$ cat src/rtl/cfg_stream_loader.sv
// Configuration-chain transmitter: packs a valid/ready word stream into CFG_HEIGHT-bit columns
// and shifts CFG_WIDTH of them into the fabric under reset. Optional macro CFG_CRC_EN adds a trailing CRC-32 check.
module cfg_stream_loader #(
  parameter int CFG_HEIGHT = 32,
  parameter int CFG_WIDTH  = 8,
  parameter int SRC_WIDTH  = 16
) (
  input  logic                  clk,
  input  logic                  rst,
  input  logic                  start,
  input  logic                  abort,
  input  logic                  src_valid,
  output logic                  src_ready,
  input  logic [SRC_WIDTH-1:0]  src_data,
  output logic                  shift,
  output logic [CFG_HEIGHT-1:0] cdata,
  output logic                  fab_rst,
  output logic                  busy,
  output logic                  done,
  output logic                  err
);
  localparam int WPC = (CFG_HEIGHT + SRC_WIDTH - 1) / SRC_WIDTH;
  localparam int WCW = (WPC > 1) ? $clog2(WPC) : 1;
  localparam logic [WCW-1:0] W_LAST = WCW'(WPC - 1);
  localparam logic [WCW-1:0] W_ONE  = WCW'(1);
  localparam logic [15:0]    C_LAST = 16'(CFG_WIDTH - 1);

  typedef enum logic [2:0] {
    S_IDLE,
    S_FILL,
    S_SHIFT,
`ifdef CFG_CRC_EN
    S_CHECK,
`endif
    S_FINISH
  } state_t;

  state_t                state;
  logic [WCW-1:0]        word_cnt;
  logic [15:0]           col_cnt;
  logic [CFG_HEIGHT-1:0] col, col_ins;

  // Column register with the current word overlaid at its slot; bits past CFG_HEIGHT simply have no home.
  for (genvar b = 0; b < CFG_HEIGHT; b++) begin : g_col
    assign col_ins[b] = (int'(word_cnt) == b / SRC_WIDTH) ? src_data[b % SRC_WIDTH] : col[b];
  end

`ifdef CFG_CRC_EN
  localparam int NCW = (32 + SRC_WIDTH - 1) / SRC_WIDTH;
  localparam int CCW = (NCW > 1) ? $clog2(NCW) : 1;
  localparam logic [CCW-1:0] K_LAST = CCW'(NCW - 1);
  localparam logic [CCW-1:0] K_ONE  = CCW'(1);

  logic [31:0]    crc, crc_exp, exp_ins;
  logic [CCW-1:0] chk_cnt;

  for (genvar b = 0; b < 32; b++) begin : g_exp
    assign exp_ins[b] = (int'(chk_cnt) == b / SRC_WIDTH) ? src_data[b % SRC_WIDTH] : crc_exp[b];
  end

  // MSB-first, non-reflected CRC-32 over one full source word.
  function automatic logic [31:0] crc_step(input logic [31:0] c, input logic [SRC_WIDTH-1:0] d);
    logic [31:0]          r;
    logic [SRC_WIDTH-1:0] dd;
    r  = c;
    dd = d;
    for (int i = 0; i < SRC_WIDTH; i++) begin
      r  = {r[30:0], 1'b0} ^ ((r[31] ^ dd[SRC_WIDTH-1]) ? 32'h04C11DB7 : 32'h0);
      dd = dd << 1;
    end
    return r;
  endfunction
`endif

  always_ff @(posedge clk or negedge rst) begin
    if (!rst) begin
      state     <= S_IDLE;
      src_ready <= 1'b0;
      shift     <= 1'b0;
      cdata     <= '0;
      fab_rst   <= 1'b0;
      busy      <= 1'b0;
      done      <= 1'b0;
      err       <= 1'b0;
      col       <= '0;
      word_cnt  <= '0;
      col_cnt   <= '0;
`ifdef CFG_CRC_EN
      crc       <= '1;
      crc_exp   <= '0;
      chk_cnt   <= '0;
`endif
    end else begin
      shift <= 1'b0;
      done  <= 1'b0;
      // Abort leaves fab_rst untouched so a partial bitstream stays held in reset.
      if (abort && state != S_IDLE) begin
        state     <= S_IDLE;
        src_ready <= 1'b0;
        busy      <= 1'b0;
        err       <= 1'b1;
      end else begin
        case (state)
          S_IDLE: if (start) begin
            state     <= S_FILL;
            src_ready <= 1'b1;
            busy      <= 1'b1;
            fab_rst   <= 1'b1;
            err       <= 1'b0;
            word_cnt  <= '0;
            col_cnt   <= '0;
`ifdef CFG_CRC_EN
            crc       <= '1;
            chk_cnt   <= '0;
`endif
          end
          S_FILL: if (src_valid && src_ready) begin
            col <= col_ins;
`ifdef CFG_CRC_EN
            crc <= crc_step(crc, src_data);
`endif
            if (word_cnt == W_LAST) begin
              state     <= S_SHIFT;
              src_ready <= 1'b0;
              shift     <= 1'b1;
              cdata     <= col_ins;
              word_cnt  <= '0;
            end else begin
              word_cnt <= word_cnt + W_ONE;
            end
          end
          S_SHIFT: begin
            col_cnt <= col_cnt + 16'd1;
            if (col_cnt == C_LAST) begin
`ifdef CFG_CRC_EN
              state     <= S_CHECK;
              src_ready <= 1'b1;
`else
              state     <= S_FINISH;
              fab_rst   <= 1'b0;
              done      <= 1'b1;
`endif
            end else begin
              state     <= S_FILL;
              src_ready <= 1'b1;
            end
          end
`ifdef CFG_CRC_EN
          S_CHECK: if (src_valid && src_ready) begin
            crc_exp <= exp_ins;
            if (chk_cnt == K_LAST) begin
              src_ready <= 1'b0;
              if (exp_ins == ~crc) begin
                state   <= S_FINISH;
                fab_rst <= 1'b0;
                done    <= 1'b1;
              end else begin
                state <= S_IDLE;
                busy  <= 1'b0;
                err   <= 1'b1;
              end
            end else begin
              chk_cnt <= chk_cnt + K_ONE;
            end
          end
`endif
          S_FINISH: begin
            state <= S_IDLE;
            busy  <= 1'b0;
          end
          default: state <= S_IDLE;
        endcase
      end
    end
  end
endmodule

$ cat config.mk
export PLATFORM = sky130hd
export DESIGN_NAME = cfg_stream_loader
export DESIGN_NICKNAME = d
export VERILOG_FILES = /design/src/rtl/cfg_stream_loader.sv
export SDC_FILE = /design/constraint.sdc
export NUM_CORES = 1
export LEC_CHECK = 0
export BUFFER_PORTS_ARGS = -buffer_cell sky130_fd_sc_hd__buf_4
export CORE_MARGIN = 1.5
export CORE_UTILIZATION = 35
export DETAILED_ROUTE_END_ITERATION = 12
export GPL_TIMING_DRIVEN = 1
export SETUP_SLACK_MARGIN = 0.02
export SLEW_MARGIN = 20
export SYNTH_ARGS = -nofsm -noshare
export SYNTH_HDL_FRONTEND = slang
export SYNTH_SLANG_ARGS = --single-unit
$ cat constraint.sdc
create_clock -name clk -period 2.4 [get_ports clk]
set_input_delay 0.12 -clock clk [delete_from_list [all_inputs] [get_ports clk]]
set_output_delay 0.12 -clock clk [all_outputs]
set_load 0.005 [all_outputs]
==> results.json, run 1 <==
{
  "syn_inst": 311,
  "rows": 34,
  "die_y_um": 98.5,
  "drt-total-wl_mm": 6.64,
  "synth-edff-count": 0,
  "worst_ep_arrival_time_ns": 2.42,
  "grt_pass1_vias": 2375,
  "synth.distinct_cells": 38,
  "worstPathRequired_ns": 2.63,
  "cp_max_fo": 8,
  "clock_sinks": 73,
  "cts_resized": 0,
  "hpwl_mm": 4.49,
  "slew_viol_final": 0,
  "core_um2": 8760,
  "worstSetupPathType": "register to register",
  "synth_area_per_cell_um2": 10.3,
  "p_leak_nw": 2.06,
  "period_needed_ns": 2.19,
  "cp_cell_sequence": "inv_1 -> ha_1 -> or3b_4 -> a2111oi_4 -> nand3_2 -> xor2_1 -> nor2_2",
  "wire_per_inst_um": 13.2,
  "htreeDepth": 3,
  "rsz0062_at_grt": "no",
  "fin_worst_skew_ns": 0.00534,
  "nets": 417,
  "ioPinCount": 59,
  "synthTopCellsByArea": "dfrtp_1 57%, nand2_1 13%, mux2_2 6.0%",
  "ys_seq_area_frac": 0.572,
  "slowest_stage": "a2111oi_4",
  "io_buffer_count": 58,
  "finalPower_mw": 4.19,
  "grt_usage": 0.147,
  "chipWidth_um": 98.5,
  "setup_viol": 0,
  "synth_most_common_cell": "nand2_1",
  "ys_async_sr_fraction": 1.00,
  "dr.pass1.iters": 4,
  "max_slew_margin": 0.384,
  "netlist_area_um2": 3190,
  "max-vdd-ir-drop_uv": 516,
  "vias": 2373,
  "crit_family": "simple AND/OR/NAND/NOR gates",
  "gp_congestion": 0.788,
  "period_share": 0.913,
  "start_kind": "register",
  "hold_viol": 0,
  "route.detailed.drc": 0,
  "ys.flop_type": "dfrtp_1",
  "clk_pin_slew_ns": 0.08,
  "grt_start_max_net_pins": 74,
  "drive_above_1_share": 0.278,
  "die_area_um2": 9710,
  "initial_core_util": 0.364,
  "worst-slew-pin-transition_ns": 0.924,
  "synth_top_area_share": 0.572,
  "area_growth_pct": 29.3,
  "clk_latency_ns": 0.34,
  "yosysTopAreaCell": "dfrtp_1",
  "root_buffer": "clkbuf_8",
  "power_density_nw_per_um2": 1010,
  "synth-seq-cells": 73,
  "numCtsBuffers": 9,
  "max_clock_freq_mhz": 457,
  "hp-class": "primary input to register",
  "overflow": 0,
  "ys_top_cells_by_count": "109 x nand2_1, 73 x dfrtp_1, 20 x nor2_1, 17 x mux2_2, 9 x xor2_1",
  "fin_setup_tns_ns": 0,
  "cts_buffer_depth": 2,
  "synth_nets": 337,
  "drtAntennaViolNets": 0,
  "via_per_inst": 4.71,
  "max_cap_viol_count": 0,
  "antenna_found_initial": 0,
  "cp-end-kind": "register",
  "path_buf_inv": 1,
  "grt_pass1_wl_mm": 11.4,
  "cts_tree": "built",
  "cpPeakStageDelay_ns": 0.50,
  "status": "complete, no violations",
  "first_iter_violations": 86,
  "cts_setup_buffers": 0,
  "n_antenna_cell": 0,
  "synth_warnings": 0
}
state kept, by name, summed over array words and instances (netlist names):
register	count
fab_rst	1
busy	1
state	2
err	1
col	16
cdata	32
src_ready	1
done	1
word_cnt	1
shift	1
col_cnt	16
worst register-to-register path: stages, from the launching register on:
cell,delay [ns]
dfrtp_1,0.41
inv_1,0.11
ha_1,0.29
or3b_4,0.45
a2111oi_4,0.50
nand3_2,0.12
xor2_1,0.17
nor2_2,0.04
path summary, 6_finish.rpt:
check                                     start                 endpoint  slack (ns)  cells past startpoint
max in group asynchronous                   rst      col[12]$_DFFE_PN0P_        1.34                      2
min reg2reg                  col[8]$_DFFE_PN0P_     cdata[8]$_DFFE_PN0P_        0.47                      2
min in group asynchronous                   rst         busy$_DFFE_PN0P_        0.45                      2
min                                 src_data[4]    cdata[20]$_DFFE_PN0P_        0.02                      3
max                        state[0]$_DFFE_PN0P_  col_cnt[10]$_DFFE_PN0P_        0.21                      7
max reg2reg                state[0]$_DFFE_PN0P_  col_cnt[10]$_DFFE_PN0P_        0.21                      7
cell usage in the layout (no fill, tap or decap), types with 3 or more instances in the layout:
cell,count
dfrtp_1,73
nand3_1,6
xnor2_1,5
mux2_2,17
clkbuf_8,9
inv_1,6
xor2_1,9
a21oi_1,3
buf_4,64
nand2_1,109
dlygate4sd3_1,16
nor3_1,4
nor2_1,20
ha_1,5
nor4_1,4
nor2_2,5
o21ai_0,8
nand4_1,3
per-stage QoR:
step	hold WS, ns	utilization	setup WS (ns)	instances	cell area [um^2]
final	0.0231	0.471	0.210	504	4130
after global routing	0.0255	0.471	0.0272	504	4130
after CTS	0.0109	0.471	0.184	504	4130
after detailed placement	0.322	0.430	0.177	472	3770
after global placement	0.322	0.430	0.294	472	3770
after floorplan	-0.176	-	0.360	311	3190
repair_timing:
item | in CTS | in global routing
endpoints found under the hold margin | 90 | 0
setup endpoints to repair | 0 | 1
hold buffers | 16 | 0
kinds of logic after synthesis:
group / after synthesis / share of synthesized area
compound gates: 18 / 0.0470
buf+inv: 18 / 0.0282
flops: 73 / 0.572
simple gates: 164 / 0.228
fa+ha+maj: 5 / 0.0196
xor+xnor: 14 / 0.0384
mux: 19 / 0.0662
layout make-up:
cell class / instances / area (um^2)
tap: 108 / 135
clock inverter: 7 / 77.6
multi-input combinational: 220 / 1280
clock buffer: 9 / 124
inverter: 6 / 22.5
timing repair buffer: 81 / 661
sequential: 73 / 1830
fill: 836 / 4630
report_power, final:
group          internal, mW  total, mW  switching (mW)
logic                 0.724       1.33           0.610
registers              1.64       1.89           0.246
clock network         0.489      0.966           0.477
per-layer routing:
metal	global-route usage	vias to the layer above	wire length [um]
met3	0.0291	12	265
li1	-	1177	-
met4	0.0791	0	167
met5	0	-	0
met1	0.197	1132	3070
met2	0.226	52	3140
Power figures use the tool's default switching activity.
==> run 2, diff against run 1 <==
PLACE_DENSITY_LB_ADDON = 0.15   (was unset)
clock period = 2.7 ns   (was 2.4 ns; I/O delays follow)
==> run 2 against run 1 <==
Compared with the run above: utilization decreased by 0.43 points; critical path depth unchanged; routed wire length shrank 2.4%; largest power group unchanged; highest routed layer unchanged.
==> results.json, run 2 (synthesized netlist as in run 1, its figures left out) <==
{
  "status": "complete, no violations",
  "finalInstanceArea_um2": 4090,
  "drtAntennaViolNets": 0,
  "max_clock_freq_mhz": 442,
  "max-vdd-ir-drop_uv": 420,
  "finalPower_mw": 3.68,
  "top_register": "cdata",
  "vias": 2379,
  "slew_viol_final": 0,
  "initial_core_util": 0.364,
  "slowest_stage": "a2111oi_4",
  "setup_viol": 0,
  "cp-end-kind": "register",
  "core_um2": 8760,
  "start_kind": "register",
  "dp_slack_ns": 0.462,
  "p_leak_nw": 2.04,
  "rows": 34,
  "antenna_found_initial": 0,
  "grt_pass1_wl_mm": 11.4,
  "area_growth_pct": 28.1,
  "largest_registers": "cdata: 32 flops, col: 16 flops, col_cnt: 16 flops",
  "fin_setup_tns_ns": 0,
  "cts_resized": 0,
  "cp_cell_sequence": "inv_1 -> ha_1 -> or3b_4 -> a2111oi_4 -> nand3_2 -> xor2_1 -> nor2_2",
  "hp-class": "primary input to register",
  "first_iter_violations": 85,
  "chipWidth_um": 98.5,
  "cpPeakStageDelay_ns": 0.49,
  "cts_setup_buffers": 0,
  "worst_slack_ns": 0.440,
  "route.detailed.drc": 0,
  "ioPinCount": 59,
  "hold_ws_ns": 0.0384,
  "root_buffer": "clkbuf_8",
  "htreeDepth": 3,
  "power_density_nw_per_um2": 899,
  "gp_congestion": 0.758,
  "placed_area_um2": 3730,
  "grt_usage": 0.147,
  "nets": 415,
  "overflow": 0,
  "numCtsBuffers": 9,
  "via_per_inst": 4.74,
  "layout_common_cells": "109 x nand2_1, 73 x dfrtp_1, 62 x buf_4",
  "max_slew_margin": 0.383,
  "clk_latency_ns": 0.35,
  "die_y_um": 98.5,
  "rsz0062_at_grt": "no",
  "worstSetupPathType": "register to register",
  "final_common_cell": "nand2_1",
  "grt_pass1_vias": 2372,
  "period_share": 0.837,
  "worst-slew-pin-transition_ns": 0.925,
  "worstPathRequired_ns": 2.93,
  "die_area_um2": 9710,
  "wire_per_inst_um": 12.9,
  "max_cap_viol_count": 0,
  "dr.pass1.iters": 4,
  "period_needed_ns": 2.26,
  "cts_tree": "built",
  "worst_ep_arrival_time_ns": 2.49,
  "largest_reg_flops": 32,
  "hpwl_mm": 4.18,
  "clock_sinks": 73,
  "drive_above_1_share": 0.269,
  "grt_start_max_net_pins": 74,
  "drt-total-wl_mm": 6.48,
  "clk_pin_slew_ns": 0.08,
  "hold_viol": 0,
  "cp_max_fo": 13,
  "fin_worst_skew_ns": 0.0158,
  "postCtsHoldBufs": 17,
  "cts_buffer_depth": 2,
  "io_buffer_count": 58,
  "n_antenna_cell": 0
}
[run 2: path summary, 6_finish.rpt]
kind | endpoint | cells past startpoint | start | slack [ns]
worst max-delay path | col_cnt[10]$_DFFE_PN0P_ | 7 | state[0]$_DFFE_PN0P_ | 0.44
worst min-delay path | err$_DFFE_PN0P_ | 2 | start | 0.04
worst max register to register | col_cnt[10]$_DFFE_PN0P_ | 7 | state[0]$_DFFE_PN0P_ | 0.44
worst min register to register | cdata[9]$_DFFE_PN0P_ | 2 | col[9]$_DFFE_PN0P_ | 0.47
max in group asynchronous | src_ready$_DFFE_PN0P_ | 2 | rst | 1.62
min in group asynchronous | state[1]$_DFFE_PN0P_ | 2 | rst | 0.45
[run 2: per-stage QoR]
step                      instances   util
after global placement          469  0.425
after CTS                       502  0.467
after global routing            502  0.467
after floorplan                 311      -
final                           502  0.467
after detailed placement        469  0.425
[run 2: area by class of cell]
cell class / count / area, um^2
fillers: 856 / 4670
flip-flops and latches: 73 / 1830
multi-input cells: 220 / 1280
repair buffers: 79 / 636
well taps: 108 / 135
clock buffers: 10 / 128
clock inverters: 6 / 67.6
inverters: 6 / 22.5
[run 2: metal layers]
metal  track usage  share of wire
met1         0.194           0.48
met2         0.232           0.46
met3        0.0284          0.037
met4        0.0715          0.021
met5             0              0
[run 2: worst max-delay path, delay by kind of cell, from the launching register on]
| kind | cells | cell delay (ns) |
|---|---|---|
| AO/OA/AOI/OAI | 1 | 0.49 |
| XOR/XNOR | 1 | 0.18 |
| adder cells (fa/ha/maj) | 1 | 0.33 |
| buffers and inverters | 1 | 0.10 |
| flip-flops | 1 | 0.41 |
| AND/OR/NAND/NOR | 3 | 0.64 |
[run 2: report_power, final]
| part | leakage, nW | switching [mW] | internal, mW |
|---|---|---|---|
| combinational | 0.997 | 0.529 | 0.622 |
| sequential | 0.949 | 0.213 | 1.46 |
| clock | 0.0929 | 0.426 | 0.430 |
